**src/rtl/pzhsbus_packet_fifo.sv**
```systemverilog
// Packet-aware hsbus FIFO: store-and-forward or word (cut-through) mode,
// with word/packet counters, almost-full flag and oversize-packet recovery.
module pzhsbus_packet_fifo #(
  parameter  int WIDTH       = 32,
  parameter  int DEPTH       = 16,
  parameter  int THRESHOLD   = DEPTH - 2,
  parameter  bit PACKET_MODE = 1'b1,
  localparam int COUNT_WIDTH = $clog2(DEPTH + 1)
) (
  input  logic                   i_clk,
  input  logic                   i_rst,
  input  logic                   i_clear,
  input  logic                   i_slave_valid,
  output logic                   o_slave_ready,
  input  logic [WIDTH-1:0]       i_slave_payload,
  input  logic                   i_slave_last,
  output logic                   o_master_valid,
  input  logic                   i_master_ready,
  output logic [WIDTH-1:0]       o_master_payload,
  output logic                   o_master_last,
  output logic                   o_empty,
  output logic                   o_full,
  output logic                   o_almost_full,
  output logic [COUNT_WIDTH-1:0] o_word_count,
  output logic [COUNT_WIDTH-1:0] o_packet_count,
  output logic                   o_oversize
);

  localparam int PTR_W = $clog2(DEPTH);

  typedef enum logic {
    ST_NORMAL = 1'b0,
    ST_FORCED = 1'b1
  } state_e;

  // Each entry holds {last, payload}; storage is never reset or cleared.
  logic [WIDTH:0]         mem_q [DEPTH];

  logic [PTR_W-1:0]       wr_ptr_q, wr_ptr_d;
  logic [PTR_W-1:0]       rd_ptr_q, rd_ptr_d;
  logic [COUNT_WIDTH-1:0] word_count_q, word_count_d;
  logic [COUNT_WIDTH-1:0] packet_count_q, packet_count_d;
  state_e                 state_q, state_d;
  logic                   oversize_q, oversize_d;

  logic push;
  logic pop;
  logic pkt_in;
  logic pkt_out;

  // Pointers wrap explicitly so DEPTH need not be a power of two.
  function automatic logic [PTR_W-1:0] ptr_inc(input logic [PTR_W-1:0] p);
    return (p == PTR_W'(DEPTH - 1)) ? '0 : p + 1'b1;
  endfunction

  // Flags come straight from the registered counters, so ready never
  // depends combinationally on i_master_ready.
  assign o_empty        = (word_count_q == '0);
  assign o_full         = (word_count_q == COUNT_WIDTH'(DEPTH));
  assign o_almost_full  = (word_count_q >= COUNT_WIDTH'(THRESHOLD));
  assign o_word_count   = word_count_q;
  assign o_packet_count = packet_count_q;
  assign o_oversize     = oversize_q;
  assign o_slave_ready  = ~o_full;
  assign o_master_valid = PACKET_MODE
                          ? (~o_empty & ((packet_count_q != '0) | (state_q == ST_FORCED)))
                          : ~o_empty;
  assign o_master_payload = mem_q[rd_ptr_q][WIDTH-1:0];
  assign o_master_last    = mem_q[rd_ptr_q][WIDTH];

  assign push    = i_slave_valid & o_slave_ready;
  assign pop     = o_master_valid & i_master_ready;
  assign pkt_in  = push & i_slave_last;
  assign pkt_out = pop & o_master_last;

  // Next pointer and counter values; clear flushes everything to zero.
  always_comb begin
    wr_ptr_d       = push ? ptr_inc(wr_ptr_q) : wr_ptr_q;
    rd_ptr_d       = pop  ? ptr_inc(rd_ptr_q) : rd_ptr_q;
    word_count_d   = word_count_q;
    packet_count_d = packet_count_q;
    case ({push, pop})
      2'b10:   word_count_d = word_count_q + 1'b1;
      2'b01:   word_count_d = word_count_q - 1'b1;
      default: word_count_d = word_count_q;
    endcase
    case ({pkt_in, pkt_out})
      2'b10:   packet_count_d = packet_count_q + 1'b1;
      2'b01:   packet_count_d = packet_count_q - 1'b1;
      default: packet_count_d = packet_count_q;
    endcase
    if (i_clear) begin
      wr_ptr_d       = '0;
      rd_ptr_d       = '0;
      word_count_d   = '0;
      packet_count_d = '0;
    end
  end

  // Oversize FSM: a full FIFO with no complete packet can never release one,
  // so fall back to cut-through until the packet's last beat leaves.
  always_comb begin
    state_d    = state_q;
    oversize_d = 1'b0;
    if (PACKET_MODE) begin
      case (state_q)
        ST_NORMAL: begin
          if (o_full && (packet_count_q == '0)) begin
            state_d    = ST_FORCED;
            oversize_d = 1'b1;
          end
        end
        ST_FORCED: begin
          if (pkt_out) state_d = ST_NORMAL;
        end
        default: state_d = ST_NORMAL;
      endcase
    end
    if (i_clear) begin
      state_d    = ST_NORMAL;
      oversize_d = 1'b0;
    end
  end

  // Control state registers with synchronous reset.
  always_ff @(posedge i_clk) begin
    if (i_rst) begin
      wr_ptr_q       <= '0;
      rd_ptr_q       <= '0;
      word_count_q   <= '0;
      packet_count_q <= '0;
      state_q        <= ST_NORMAL;
      oversize_q     <= 1'b0;
    end else begin
      wr_ptr_q       <= wr_ptr_d;
      rd_ptr_q       <= rd_ptr_d;
      word_count_q   <= word_count_d;
      packet_count_q <= packet_count_d;
      state_q        <= state_d;
      oversize_q     <= oversize_d;
    end
  end

  // Beat storage write; contents are don't-care until pointed at.
  always_ff @(posedge i_clk) begin
    if (push) mem_q[wr_ptr_q] <= {i_slave_last, i_slave_payload};
  end

endmodule

```
**config.mk**
```make
export PLATFORM = sky130hd
export DESIGN_NAME = pzhsbus_packet_fifo
export DESIGN_NICKNAME = d
export VERILOG_FILES = /design/src/rtl/pzhsbus_packet_fifo.sv
export SDC_FILE = /design/constraint.sdc
export NUM_CORES = 1
export LEC_CHECK = 0
export CORE_MARGIN = 5
export CORE_UTILIZATION = 45
export CTS_BUF_LIST = sky130_fd_sc_hd__clkbuf_2 sky130_fd_sc_hd__clkbuf_4 sky130_fd_sc_hd__clkbuf_8
export DETAILED_ROUTE_END_ITERATION = 12
export PLACE_DENSITY = 0.59
export SYNTH_ARGS = -nofsm -noshare
export SYNTH_HDL_FRONTEND = slang
export SYNTH_SLANG_ARGS = --single-unit
```
**constraint.sdc**
```tcl
create_clock -name i_clk -period 13.2 [get_ports i_clk]
set_input_delay 3.96 -clock i_clk [delete_from_list [all_inputs] [get_ports i_clk]]
set_output_delay 3.96 -clock i_clk [all_outputs]
set_load 0.03 [all_outputs]
```
==> results.py <==
metrics = {
    "status": {
        "status": "complete, no violations",
    },
    "place": {
        "dp_slack_ps": 5570,
        "io_buffers": 86,
        "routabilityCongestion": 0.7076,
        "hpwl_mm": 23.15,
    },
    "drt": {
        "vias_per_cell": 5.583,
        "vias": 9792,
        "wl_per_cell_um": 26.12,
        "totalWireLength_mm": 45.82,
        "drt_iter0_markers": 856,
        "drc_errors": 0,
        "antenna_left": 0,
        "dr.pass1.iters": 5,
    },
    "timing": {
        "rsz0062_at_grt": "false",
        "final-setup-viol-count": 0,
        "worst_slew_pin_slew_ps": 1158,
        "max_freq_mhz": 121.5,
        "hold_viol_final": 0,
        "holdWs_ps": 495.4,
        "fin_crit_ps": 8230,
        "setup_slack_ps": 4970,
        "slew_viol_final": 0,
        "tns_ps": 0,
        "maxSlewHeadroom_pct": 22.81,
        "clock_skew_ps": 17.88,
        "period_share_pct": 62.35,
    },
    "synth": {
        "yosys_warnings": 0,
        "synthArstFlopShare_pct": 0,
        "synthesis.area_sq_um": 21220,
        "ys_ff_latch": 552,
        "postSynthCellCount": 922,
        "avgSynthCellArea_sq_um": 23.01,
        "synth_edf_count": 528,
        "synthesis.nets": 972,
        "synth_ff_type": "edfxtp_1",
        "synth_seq_area_share_pct": 77.00,
        "yosysUniqueCellTypes": 48,
    },
    "global_route": {
        "gr-usage-met2_pct": 29.37,
        "first_global_vias": 10500,
        "grt_pass1_wl_mm": 67.94,
        "grt_use_total_pct": 18.09,
        "busiest_layer": "met2",
        "antenna_found_initial": 5,
        "grt_max_degree": 107,
        "gr-total-overflow": 0,
        "grtUsageMet3_pct": 3.791,
        "grtUsageMet1_pct": 25.24,
    },
    "final_layout": {
        "regArea_sq_um": 16350,
        "fin_util_pct": 53.04,
        "layout-drive-gt1-share_pct": 30.68,
        "fillCellCount": 3612,
        "multi_input_area_sq_um": 4742,
        "area_growth_pct": 16.39,
        "final_nets": 1123,
    },
    "power_and_ir_drop": {
        "peakVddDrop_mv": 0.1263,
        "power.leakage_nw": 7.534,
        "seq_power_share_pct": 55.5,
        "power_mw": 3.480,
        "clkPwrFrac_pct": 41.6,
        "p_switching_mw": 0.7192,
        "netSwitchingFraction_pct": 20.67,
        "comb_power_share_pct": 2.9,
        "power_density_nw_per_um2": 140.9,
        "intPower_mw": 2.760,
    },
    "floorplanning": {
        "fp.coreArea_sq_um": 46560,
        "rows": 79,
        "die_area_sq_um": 51590,
        "die_h_um": 227.1,
        "start_util_pct": 45.57,
        "ios": 87,
        "die_w_um": 227.1,
    },
    "critical_path": {
        "required_ps": 9240,
        "slowest_stage": "dfxtp_4",
        "crit_fanout": 72,
        "critical_path_class": "flip-flop to output port",
        "arrival_ps": 4270,
        "critPathCaptureType": "output port",
        "cp_common_cell": "mux4_2",
        "worstSetupStartpointType": "flip-flop",
        "cp_cell_sequence": "buf_4, mux4_2, mux4_2, clkdlybuf4s50_1",
        "critPathMaxStageDelay_ps": 1110,
    },
    "worst_hold_path": {
        "worst_hold_path_type": "flip-flop to flip-flop",
    },
    "cts": {
        "root_buffer": "clkbuf_8",
        "clockBufferDepth": 3,
        "ctsHoldBuffers": 0,
        "htree_levels": 3,
        "cts_tree": "yes",
        "clk_latency_ps": 650,
        "clock_sinks": 552,
        "post_cts_resized": 0,
        "clkTransAtPathRegs_ps": 50,
        "post_cts_buffers": 0,
        "numCtsBuffers": 90,
    },
    "job": {
        "drv_cap": 0,
    },
}
[critical path: cells and delay by family, from the launching register on]
| kind | cells | cell delay, ps |
|---|---|---|
| muxes | 2 | 960 |
| DFF | 1 | 1110 |
| buffers and inverters | 2 | 1480 |
[final timing paths]
| check | start | to | slack (ps) | cells after the start |
|---|---|---|---|---|
| worst max register to register | flip-flop | o_packet_count[2] | 8810 | 13 |
| worst min register to register | state_q | state_q | 500 | 2 |
| worst max-delay path | flip-flop | o_master_payload[18] | 4970 | 4 |
| worst min-delay path | state_q | state_q | 500 | 2 |
[area by class of cell]
cell class / instances / share of cell area [%]
Timing Repair Buffer: 107 / 4.175
Clock buffer: 122 / 6.040
Tap cell: 607 / 3.076
Inverter: 12 / 0.1824
Antenna cell: 3 / 0.03040
Sequential cell: 552 / 66.21
Multi-Input combinational cell: 310 / 19.20
Clock inverter: 41 / 1.084
[cells by family after synthesis]
family | count (synthesis) | share of synthesized area (%)
DFF | 552 | 77.00
and+or+nand+nor | 86 | 2.029
buffers and inverters | 60 | 1.168
muxes | 171 | 17.63
AOI/OAI and AO/OA | 30 | 0.9791
adders and majority gates | 12 | 0.7431
xor gates and xnor gates | 11 | 0.4542
[registers in the layout, summed over array words and instances (netlist names), named ones only]
signal and cells:
wr_ptr_q 4, o_word_count 5, rd_ptr_q 4, o_packet_count 5, state_q 1, mem_q 528
o_oversize 1
[synthesized netlist by cell type (2+ instances only)]
cell / count / area (sq um)
nor3_1: 10 / 50.05
a21oi_1: 8 / 40.04
buf_2: 12 / 60.06
or2_2: 2 / 12.51
nand4_1: 2 / 12.51
a31oi_1: 2 / 12.51
dfxtp_1: 24 / 480.5
xor2_1: 8 / 70.07
clkbuf_1: 26 / 97.59
mux2i_1: 8 / 80.08
a21o_1: 2 / 15.01
nor2b_1: 3 / 18.77
nand4b_1: 2 / 17.52
buf_1: 9 / 33.78
mux4_2: 162 / 3649
nand2_1: 12 / 45.04
o21a_1: 3 / 22.52
inv_1: 11 / 41.29
o21ai_0: 5 / 25.02
or3_1: 3 / 18.77
nor2_1: 36 / 135.1
xnor2_1: 3 / 26.28
nand2b_1: 3 / 18.77
ha_1: 11 / 137.6
edfxtp_1: 528 / 15860
nor4_1: 2 / 12.51
and2_1: 3 / 18.77
nor3_2: 2 / 20.02
[power by group through the flow]
stage | sequential [mW] | clock [mW] | combinational [mW]
2_1_floorplan | 1.97 | 0 | 0.0418
3_3_place_gp | 1.97 | 0 | 0.0988
3_5_place_dp | 1.97 | 0 | 0.101
4_1_cts | 1.93 | 1.49 | 0.101
5_1_grt | 1.93 | 1.57 | 0.106
6_report | 1.93 | 1.45 | 0.0993
[metrics by stage]
step	cell area, sq um	cells
final	24690	1754
after global routing	24690	1753
after global placement	22930	1588
after detailed placement	22930	1588
after CTS	24680	1751
after floorplan	21220	922
[layer usage]
metal | share of wire, % | routed length, um
met5 | 0.059 | 27
met1 | 43 | 19680
met3 | 5.9 | 2717
met2 | 49 | 22580
met4 | 1.8 | 810
[cell usage in the layout, fill, tap and decap left out, drive strengths merged, types with 2 or more instances in the layout]
cell and instances:
or3 3, nand2 12, nor3b 2, xnor2 3, or2 2, buf 21
nand2b 3, diode 3, mux4 162, a21o 2, nand4b 2, nor3 12
o21a 3, clkbuf 122, xor2 8, nor2b 3, or4 2, clkinv 34
a31oi 2, edfxtp 528, clkdlybuf4s50 86, clkinvlp 3, nor2 36, ha 11
o21ai 5, and2 3, a21oi 8, bufinv 3, nand4 2, mux2i 8
inv 13, dfxtp 24, nor4 2
Note: power is estimated with default switching activity, not from simulation.
